### src/rtl/halt_monitor_pkg.sv
// Shared types and defaults for the simulation halt monitor and its console buffer.
package halt_monitor_pkg;

   typedef enum logic [1:0] {
      ST_RUN    = 2'd0,
      ST_DRAIN  = 2'd1,
      ST_HALTED = 2'd2
   } state_e;

   localparam logic [31:0] DEF_TOHOST_ADDR  = 32'h0000_1000;
   localparam logic [31:0] DEF_CONSOLE_ADDR = 32'h0000_1004;

   localparam int CON_DEPTH = 4;
   localparam int CON_WIDTH = 8;

   // Counters stick at all-ones instead of wrapping back to zero.
   function automatic logic [31:0] sat_inc(input logic [31:0] v);
      return (v == 32'hFFFF_FFFF) ? v : v + 32'd1;
   endfunction

endpackage

### src/rtl/con_fifo.sv
// Small console byte FIFO: head entry shown on dout, zero when empty.
module con_fifo
   import halt_monitor_pkg::*;
#(
   parameter int DEPTH = CON_DEPTH,
   parameter int WIDTH = CON_WIDTH
) (
   input  logic             clk,
   input  logic             rst,
   input  logic             push,
   input  logic [WIDTH-1:0] din,
   input  logic             pop,
   output logic [WIDTH-1:0] dout,
   output logic             full,
   output logic             empty
);

   localparam int AW = $clog2(DEPTH);
   localparam logic [AW:0] FULL_CNT = (AW+1)'(DEPTH);

   logic [WIDTH-1:0] mem_q [DEPTH];
   logic [AW-1:0]    wr_ptr_q, wr_ptr_d;
   logic [AW-1:0]    rd_ptr_q, rd_ptr_d;
   logic [AW:0]      count_q, count_d;
   logic             push_ok;
   logic             pop_ok;

   assign empty = (count_q == '0);
   assign full  = (count_q == FULL_CNT);
   assign dout  = empty ? '0 : mem_q[rd_ptr_q];

   // A pop on an empty buffer is meaningless; a push into a full one only fits if a pop frees a slot.
   assign pop_ok  = pop && !empty;
   assign push_ok = push && (!full || pop_ok);

   always_comb begin
      wr_ptr_d = wr_ptr_q;
      rd_ptr_d = rd_ptr_q;
      count_d  = count_q;
      if (push_ok) begin
         wr_ptr_d = wr_ptr_q + 1'b1;
      end
      if (pop_ok) begin
         rd_ptr_d = rd_ptr_q + 1'b1;
      end
      case ({push_ok, pop_ok})
         2'b10:   count_d = count_q + 1'b1;
         2'b01:   count_d = count_q - 1'b1;
         default: count_d = count_q;
      endcase
   end

   always_ff @(posedge clk or posedge rst) begin
      if (rst) begin
         wr_ptr_q <= '0;
         rd_ptr_q <= '0;
         count_q  <= '0;
      end else begin
         wr_ptr_q <= wr_ptr_d;
         rd_ptr_q <= rd_ptr_d;
         count_q  <= count_d;
      end
   end

   always_ff @(posedge clk) begin
      if (push_ok) begin
         mem_q[wr_ptr_q] <= din;
      end
   end

endmodule

### src/rtl/halt_monitor.sv
// Watches CPU stores for tohost/console writes, drains console output, then latches a final verdict.
module halt_monitor
   import halt_monitor_pkg::*;
#(
   parameter logic [31:0] TOHOST_ADDR    = DEF_TOHOST_ADDR,
   parameter logic [31:0] CONSOLE_ADDR   = DEF_CONSOLE_ADDR,
   parameter int          TIMEOUT_CYCLES = 100000
) (
   input  logic        clk,
   input  logic        rst,
   input  logic        dbus_we,
   input  logic [31:0] dbus_addr,
   input  logic [31:0] dbus_wdata,
   input  logic        retire,
   output logic        con_valid,
   input  logic        con_ready,
   output logic [7:0]  con_data,
   output logic        halted,
   output logic        pass,
   output logic        timeout,
   output logic [30:0] fail_code,
   output logic        con_overflow,
   output logic [31:0] cycle_count,
   output logic [31:0] instret_count
);

   localparam logic [31:0] TIMEOUT_LIM = 32'(TIMEOUT_CYCLES - 1);

   state_e      state_q, state_d;
   logic        halted_q, halted_d;
   logic        pass_q, pass_d;
   logic        timeout_q, timeout_d;
   logic [30:0] fail_code_q, fail_code_d;
   logic        con_overflow_q, con_overflow_d;
   logic [31:0] cycle_count_q, cycle_count_d;
   logic [31:0] instret_count_q, instret_count_d;

   logic fifo_full;
   logic fifo_empty;
   logic fifo_pop;
   logic tohost_hit;
   logic console_hit;
   logic limit_hit;

   assign tohost_hit  = dbus_we && (dbus_addr == TOHOST_ADDR) && dbus_wdata[0];
   assign console_hit = dbus_we && (dbus_addr == CONSOLE_ADDR) && (state_q == ST_RUN);
   assign limit_hit   = (cycle_count_q == TIMEOUT_LIM);
   assign fifo_pop    = con_valid && con_ready;

   con_fifo #(
      .DEPTH (CON_DEPTH),
      .WIDTH (CON_WIDTH)
   ) u_con_fifo (
      .clk   (clk),
      .rst   (rst),
      .push  (console_hit),
      .din   (dbus_wdata[7:0]),
      .pop   (fifo_pop),
      .dout  (con_data),
      .full  (fifo_full),
      .empty (fifo_empty)
   );

   always_comb begin
      state_d         = state_q;
      halted_d        = halted_q;
      pass_d          = pass_q;
      timeout_d       = timeout_q;
      fail_code_d     = fail_code_q;
      cycle_count_d   = cycle_count_q;
      instret_count_d = instret_count_q;
      // Full implies valid, so a missing ready means no slot frees up this cycle.
      con_overflow_d  = con_overflow_q || (console_hit && fifo_full && !con_ready);

      if (state_q != ST_HALTED) begin
         cycle_count_d = sat_inc(cycle_count_q);
         if (retire) begin
            instret_count_d = sat_inc(instret_count_q);
         end
      end

      case (state_q)
         ST_RUN: begin
            if (tohost_hit) begin
               state_d     = ST_DRAIN;
               pass_d      = (dbus_wdata == 32'd1);
               fail_code_d = dbus_wdata[31:1];
            end else if (limit_hit) begin
               state_d   = ST_HALTED;
               halted_d  = 1'b1;
               timeout_d = 1'b1;
            end
         end
         ST_DRAIN: begin
            if (limit_hit) begin
               state_d   = ST_HALTED;
               halted_d  = 1'b1;
               timeout_d = 1'b1;
            end else if (fifo_empty) begin
               state_d  = ST_HALTED;
               halted_d = 1'b1;
            end
         end
         default: begin
         end
      endcase
   end

   always_ff @(posedge clk or posedge rst) begin
      if (rst) begin
         state_q         <= ST_RUN;
         halted_q        <= 1'b0;
         pass_q          <= 1'b0;
         timeout_q       <= 1'b0;
         fail_code_q     <= '0;
         con_overflow_q  <= 1'b0;
         cycle_count_q   <= '0;
         instret_count_q <= '0;
      end else begin
         state_q         <= state_d;
         halted_q        <= halted_d;
         pass_q          <= pass_d;
         timeout_q       <= timeout_d;
         fail_code_q     <= fail_code_d;
         con_overflow_q  <= con_overflow_d;
         cycle_count_q   <= cycle_count_d;
         instret_count_q <= instret_count_d;
      end
   end

   assign con_valid     = !fifo_empty;
   assign halted        = halted_q;
   assign pass          = pass_q;
   assign timeout       = timeout_q;
   assign fail_code     = fail_code_q;
   assign con_overflow  = con_overflow_q;
   assign cycle_count   = cycle_count_q;
   assign instret_count = instret_count_q;

endmodule

### config.mk
export PLATFORM = sky130hd
export DESIGN_NAME = halt_monitor
export DESIGN_NICKNAME = d
export VERILOG_FILES = /design/src/rtl/halt_monitor_pkg.sv /design/src/rtl/con_fifo.sv /design/src/rtl/halt_monitor.sv
export SDC_FILE = /design/constraint.sdc
export NUM_CORES = 1
export LEC_CHECK = 0
export BUFFER_PORTS_ARGS = -buffer_cell sky130_fd_sc_hd__buf_2
export CORE_ASPECT_RATIO = 2
export CORE_MARGIN = 2
export CORE_UTILIZATION = 54
export CTS_BUF_LIST = sky130_fd_sc_hd__clkbuf_4 sky130_fd_sc_hd__clkbuf_8
export CTS_CLUSTER_DIAMETER = 100
export DETAILED_ROUTE_END_ITERATION = 8
export PLACE_DENSITY = 0.82
export RECOVER_POWER = 100
export SLEW_MARGIN = 5
export SYNTH_ARGS = -nofsm -noshare
export SYNTH_HDL_FRONTEND = slang
export SYNTH_SLANG_ARGS = --single-unit
### constraint.sdc
create_clock -name clk -period 4.1 [get_ports clk]
set_input_delay 0.41 -clock clk [delete_from_list [all_inputs] [get_ports clk]]
set_output_delay 0.41 -clock clk [all_outputs]
set_load 0.01 [all_outputs]
==> impl_results.md, run 1 <==
- Post-Synthesis Cells: just under 500
- Maximum VDD drop: around 0.24 mV
- Clk_lat worst skew: 0.43 ns
- Worst relative slew slack: -18.0%
- Hold-fix buffers, CTS: 0
- Req. time, crit path: 4.41 ns
- Routed Antenna Nets: 0
- Psw: 0.728 mW
- Type of destination of the critical path: flop
- Max-cap violations: 1
- Synth top area share: 43.4%
- Bufs on Longest Clock Path: 2
- Flop2flop setup slack: 1.41 ns
- First-pass GRT wire length: 23.0 mm
- DPL Wire Length: 10.9 mm
- Nets: 748
- Core region area: roughly 11000 um^2
- Die Area: ~12000 um^2
- Final Setup Violations: 0
- Count leader, synth: dfrtp_1
- Final Skew: roughly 0.014 ns
- # resized after CTS: 0
- Number of synthesized flops with an enable pin: 32
- Postcts setup bufs: 0
- Synthesized cell area: 6230 um^2
- Logic gate share of total power: around an eighth
- Maximum number of pins on one net before global-route repair: around 90
- CP startpoint kind: input pin
- TritonCTS clock tree: yes
- Synth top area cells: dfrtp_1 (43%), edfxtp_1 (15%), xnor2_1 (7.4%), mux2_2 (5.8%), nand4_1 (3.9%)
- Crit-path max FO: 32
- Largest area contributor in the netlist: dfrtp_1
- Hold crit path type: input pin to asynchronous set/reset pin
- Failing checks: max-capacitance violations, max-slew violations
- Initial Util: 55.2%
- DRT iter0 DRCs: 223
- Yosys synthesis warning count: 0
- Clock transition at path regs: 0.07 ns
- P_int: 2.19 mW
- Vias: around 4600
- Sw frac: between 20% and 30%
- Seq cells post-synth: 140
- F_max: around 340 MHz
- Outcome: finished, violations left
- # rows: 55
- Drt pass-1 iters: 4
- Clock network fraction of total power: 36.6%
- Number of buffers created by CTS: 17
- GRT Total Usage: approximately a quarter
- Syn-to-layout area delta: 20.2%
- Antenna diodes: 0
- Final GP Congestion: approximately 0.88
- Reg-to-reg endpoint: cycle_count[24]$_DFFE_PP0P_
- Routed WL: 14.3 mm
- Chip width: 80.0 um
- Crit path cell chain: buf_2 -> nor4b_1 -> nand4_1 -> nor3_1 -> and2_0 -> clkbuf_1 -> mux2_2
- PortBufs: 176
- Syn Nets: 561
- CTS Sinks: 140
- Final TNS setup: 0 ns
- Crit path max-delay cell type: clkbuf_1
- Max incr delay on CP: 1.26 ns
- Period utilisation layout: 71.8%
- Avg WL per Cell: 17.3 um
- Leak pwr: 3.21 nW
- Vias per std cell: 5.63
- Reg2reg path depth: 6
- Worst-Margin Slew: approximately 1.8 ns
- Yosys cell types: 39
- R2r startpoint: cycle_count[0]$_DFFE_PP0P_
- RSZ-0062 raised after global routing: no
- Hold Fails Final Rpt: 0
- Total Power: ~2.9 mW
- Post-layout min period: 2.95 ns
- Pwr dens: 390 nW/um^2
- # IOs: ~180
- Share of cells above drive strength 1: 19.9%
- Worst Path Arrival: about 3.3 ns
- Reg power frac: between 50 and 60%
- Ys async rst share: just under 80%
- Syn Area/Cell: 12.9 um^2
- Remaining global-route overflow: 0
- Post-synthesis sequential area ratio: 58.8%
- Initial antenna violation count: 0
- H-tree depth: 4
- Clk root buf: clkbuf_8
- WS Path Type: input pin to flop
- Drc violations: 0
- Die Y: 156 um
- Slew Limit Fails: 33
- Top FF cell, synth: dfrtp_1
- Commonest cells in the synthesized netlist: dfrtp_1 (108), xnor2_1 (53), nand4_1 (39)
- Vias in the first global route: 4772
registers in the layout (all words and copies together) (netlist names):
register / cells
fail_code: 31
u_con_fifo.mem_q: 32
u_con_fifo.wr_ptr_q: 2
halted: 1
u_con_fifo.count_q: 3
cycle_count: 32
con_overflow: 1
state_q: 2
timeout: 1
u_con_fifo.rd_ptr_q: 2
instret_count: 32
pass: 1
cell usage in the layout (no fill, tap or decap), types with 5 or more instances in the layout:
cell	count
and2_1	9
nand3_1	31
mux2_2	32
ha_1	7
xnor2_1	53
buf_2	61
and2_0	8
inv_1	11
nand2_1	21
edfxtp_1	32
nor4_1	23
dfrtp_1	108
nor4b_1	5
xor2_1	15
nand4_1	39
clkbuf_1	118
clkbuf_8	18
and4_1	8
nor3_1	6
and3_1	11
mux4_2	8
nor2_1	17
metal layers:
layer / share of wire (%) / GRT usage [%] / up-vias
met5: 0 / 0 / -
met4: 3.8 / 11.7 / 0
met3: 6.0 / 6.48 / 36
met2: 55 / 42.5 / 177
met1: 35 / 26.1 / 2271
li1: - / - / 2163
worst max path at each step:
stage | startpoint | endpoint | slack, ns | cells past startpoint
floorplan | rst | con_overflow$_DFF_PP0_ | 0.84 | 1
finish | dbus_addr[24] | fail_code[18]$_DFFE_PP0P_ | 1.15 | 7
detailed placement | dbus_addr[24] | u_con_fifo.count_q[2]$_DFFE_PP0P_ | 1.54 | 12
CTS | u_con_fifo.rd_ptr_q[0]$_DFFE_PP0P_ | con_data[6] | 1.60 | 3
global route | dbus_addr[24] | fail_code[10]$_DFFE_PP0P_ | 0.98 | 7
global placement | dbus_addr[24] | u_con_fifo.count_q[2]$_DFFE_PP0P_ | 1.65 | 12
cell type report:
type                       count  area, um^2
fill                         919        3800
sequential                   140        3660
multi-input combinational    320        2460
timing repair buffer         180         756
clock buffer                  20         263
tap                          142         178
clock inverter                12         121
inverter                      12        47.5
power by group through the flow:
stage	registers, mW	clock network (mW)	logic (mW)
floorplan	1.49	0	0.271
global placement	1.54	0	0.344
detailed placement	1.54	0	0.357
CTS	1.51	1.10	0.356
global route	1.52	1.16	0.374
finish	1.51	1.07	0.341
critical path, delay by kind of cell:
kind | cells | cell delay [ns]
buffers and inverters | 2 | 1.36
muxes | 1 | 0.45
and+or+nand+nor | 4 | 1.01
cell families (layout without fill, tap and decap cells):
group	after synthesis	after routing	synth area share (%)
AOI/OAI and AO/OA	9	9	0.924
and+or+nand+nor	191	191	18.1
adders and majority gates	8	8	1.73
muxes	44	44	9.37
buffers and inverters	24	224	1.51
xor gates and xnor gates	68	68	9.55
DFF	140	140	58.8
through the flow:
| stage | instance area, um^2 | hold WS [ns] | utilization (%) | std cells | setup WS, ns |
|---|---|---|---|---|---|
| final | 7490 | 0.194 | 66.4 | 826 | 1.15 |
| after global routing | 7490 | 0.187 | 66.4 | 826 | 0.981 |
| after CTS | 7660 | 0.189 | 67.9 | 826 | 1.60 |
| after detailed placement | 7280 | 0.471 | 64.5 | 794 | 1.54 |
| after global placement | 7280 | 0.438 | 64.5 | 794 | 1.65 |
| after floorplan | 6230 | 0.456 | - | 484 | 0.844 |
Note: power is estimated with default switching activity, not from simulation.
==> run 2: changes to the inputs <==
- clock period: 4.1 -> 3.03 ns (I/O delays scaled with it)
==> run 2 against run 1 <==
The flow still finishes with violations (max-capacitance violations, max-slew violations). Cell area grew 1.2%. Non-clock buffer count is the same. Flip-flop and latch count stayed put. Cell count stayed put. Largest power group unchanged. Highest routed layer unchanged. Count of clock-buffer cells in the layout decreased by 3. Critical path type is now flop to flop. Register-to-register slack worse by 0.90 ns.
==> impl_results.md, run 2 (synthesis results as in run 1) <==
- Crit-path max FO: 6 (-81%)
- Syn-to-layout area delta: 21.6%
- Worst relative slew slack: -8.22% (+9.8 points)
- Clk_lat worst skew: 0.44 ns (about the same)
- WS Path Type: flop to flop
- Top Family by Delay on Critical Path: simple AND/OR/NAND/NOR gates
- # rows: 55 (unchanged)
- Maximum VDD drop: 0.489 mV (+100%)
- P_int: 3.13 mW (+43%)
- TritonCTS clock tree: yes
- Crit path max-delay cell type: nor4b_1
- Fin worst setup slack: 0.508 ns (-0.646 ns)
- # resized after CTS: 0 (unchanged)
- Outcome: finished, violations left
- Hold-fix buffers, CTS: 0 (unchanged)
- Worst Path Arrival: 2.85 ns (-0.41 ns)
- Buf/Inv on CP: 0 (-2)
- # IOs: 177 (unchanged)
- Avg WL per Cell: 18.1 um (+4.8%)
- Die Area: 12500 um^2 (unchanged)
- CP startpoint kind: flop
- Hold Fails Final Rpt: 0 (unchanged)
- Setup WS pre-CTS: 0.525 ns (-1.01 ns)
- Drt pass-1 iters: 4 (unchanged)
- Crit path cell chain: ha_1 -> nand3_1 -> nor4_1 -> nor4b_1 -> nand4_1 -> xnor2_1
- Number of buffers created by CTS: 17 (unchanged)
- Worst-Margin Slew: 1.61 ns (-0.156 ns)
- Clk root buf: clkbuf_8
- Reg power frac: 48.6% (-3.1 points)
- Die Y: 156 um (unchanged)
- Leak pwr: 3.25 nW (+1.1%)
- Clock network fraction of total power: 39.9% (+3.3 points)
- Clock transition at path regs: 0.09 ns (+0.02 ns)
- Maximum number of pins on one net before global-route repair: 75 (-15%)
- Antenna diodes: 0 (unchanged)
- Core region area: 11300 um^2 (unchanged)
- H-tree depth: 4 (unchanged)
- Nets: 748 (unchanged)
- DPL Wire Length: 11.1 mm (+2.6%)
- Req. time, crit path: 3.36 ns (-1.05 ns)
- F_max: 397 MHz
- Vias: 4654 (+0.15%)
- First-pass GRT wire length: 24.0 mm (+4.2%)
- DRT iter0 DRCs: 243 (+9.0%)
- RSZ-0062 raised after global routing: no
- Type of destination of the critical path: flop
- Routed WL: 15.0 mm (+4.8%)
- Postcts setup bufs: 0 (unchanged)
- Final Setup Violations: 0 (unchanged)
- Commonest non-fill, non-tap cell in the layout: clkbuf_1
- WHS: 0.112 ns (-0.0823 ns)
- Failing checks: max-capacitance violations, max-slew violations
- Remaining global-route overflow: 0 (unchanged)
- Commonest non-fill, non-tap cells in the layout: clkbuf_1 (111), dfrtp_1 (108), buf_2 (66)
- Routed Antenna Nets: 0 (unchanged)
- Total Power: 4.21 mW (+44%)
- Bufs on Longest Clock Path: 2 (unchanged)
- Psw: 1.08 mW (+49%)
- Max-cap violations: 1 (unchanged)
- Post-layout min period: between 2 and 3 ns
- Final GP Congestion: 0.861 (-2.1%)
- PortBufs: 176 (unchanged)
- Period utilisation layout: 83.2%
- Sw frac: 25.7% (+0.80 points)
- Initial antenna violation count: 0 (unchanged)
- Share of cells above drive strength 1: 21.3% (+1.5 points)
- Pwr dens: 555 nW/um^2 (+42%)
- Logic gate share of total power: 11.5% (-0.2 points)
- CTS Sinks: 140 (unchanged)
- Slew Limit Fails: 35 (+6.1%)
- Chip width: 80.0 um (unchanged)
- Max incr delay on CP: 0.80 ns (-0.46 ns)
- Vias in the first global route: 4866 (+2.0%)
- Vias per std cell: 5.63 (+0.15%)
- Hold crit path type: input pin to flop
- Final Skew: 0.0115 ns (-0.00206 ns)
- GRT Total Usage: 24.9% (+0.83 points)
- Initial Util: 55.2% (unchanged)
- Drc violations: 0 (unchanged)
- Final TNS setup: 0 ns (unchanged)
[run 2: cell types whose count changed in the layout (fill, tap and decap cells not counted), moves of 2 or more]
cell / change
clkinvlp_4: +2
buf_2: +5
bufinv_16: +2
clkinv_2: -3
clkbuf_1: -7
and2_1: -4
clkbuf_4: -2
inv_6: +3
clkinv_1: -2
and2_0: +4
[run 2: layout make-up]
type,instances,area (um^2)
Sequential cell,140,3660
Clock inverter,15,211
Clock buffer,17,234
Multi-Input combinational cell,320,2470
Tap cell,142,178
Timing Repair Buffer,180,779
Fill cell,918,3710
Inverter,12,46.3
[run 2: per-stage QoR]
step / utilization (%) / cell area (um^2) / std cells
finish: 67.2 / 7580 / 826
global route: 67.2 / 7580 / 826
CTS: 68.5 / 7730 / 826
detailed placement: 64.6 / 7290 / 794
global placement: 64.6 / 7290 / 794
floorplan: - / 6240 / 484
[run 2: power by group through the flow]
| stage | clock network, mW | logic [mW] | registers, mW |
|---|---|---|---|
| global placement | 0 | 0.472 | 2.08 |
| detailed placement | 0 | 0.497 | 2.08 |
| global route | 1.78 | 0.533 | 2.06 |
| floorplan | 0 | 0.366 | 2.02 |
| CTS | 1.71 | 0.500 | 2.05 |
| finish | 1.68 | 0.483 | 2.05 |
[run 2: worst paths after layout]
check / startpoint / end / slack [ns] / cells past startpoint
setup reg to reg: instret_count[0]$_DFFE_PP0P_ / instret_count[26]$_DFFE_PP0P_ / 0.51 / 6
hold / removal: dbus_wdata[14] / fail_code[13]$_DFFE_PP0P_ / 0.11 / 2
setup / recovery: instret_count[0]$_DFFE_PP0P_ / instret_count[26]$_DFFE_PP0P_ / 0.51 / 6
hold reg to reg: halted$_DFFE_PP0P_ / halted$_DFFE_PP0P_ / 0.47 / 1
min in group asynchronous: rst / instret_count[12]$_DFFE_PP0P_ / 0.25 / 2
max in group asynchronous: rst / u_con_fifo.wr_ptr_q[1]$_DFFE_PP0P_ / 1.78 / 3
[run 2: routing by layer]
| metal | vias to the layer above | GRT usage, % | part of all wire, % | routed length [um] |
|---|---|---|---|---|
| met5 | - | 0 | 0 | 0 |
| met4 | 0 | 9.28 | 2.3 | 343 |
| met3 | 29 | 5.38 | 4.6 | 691 |
| met2 | 152 | 45.7 | 57 | 8550 |
| met1 | 2314 | 27.6 | 36 | 5400 |
| li1 | 2159 | - | - | - |
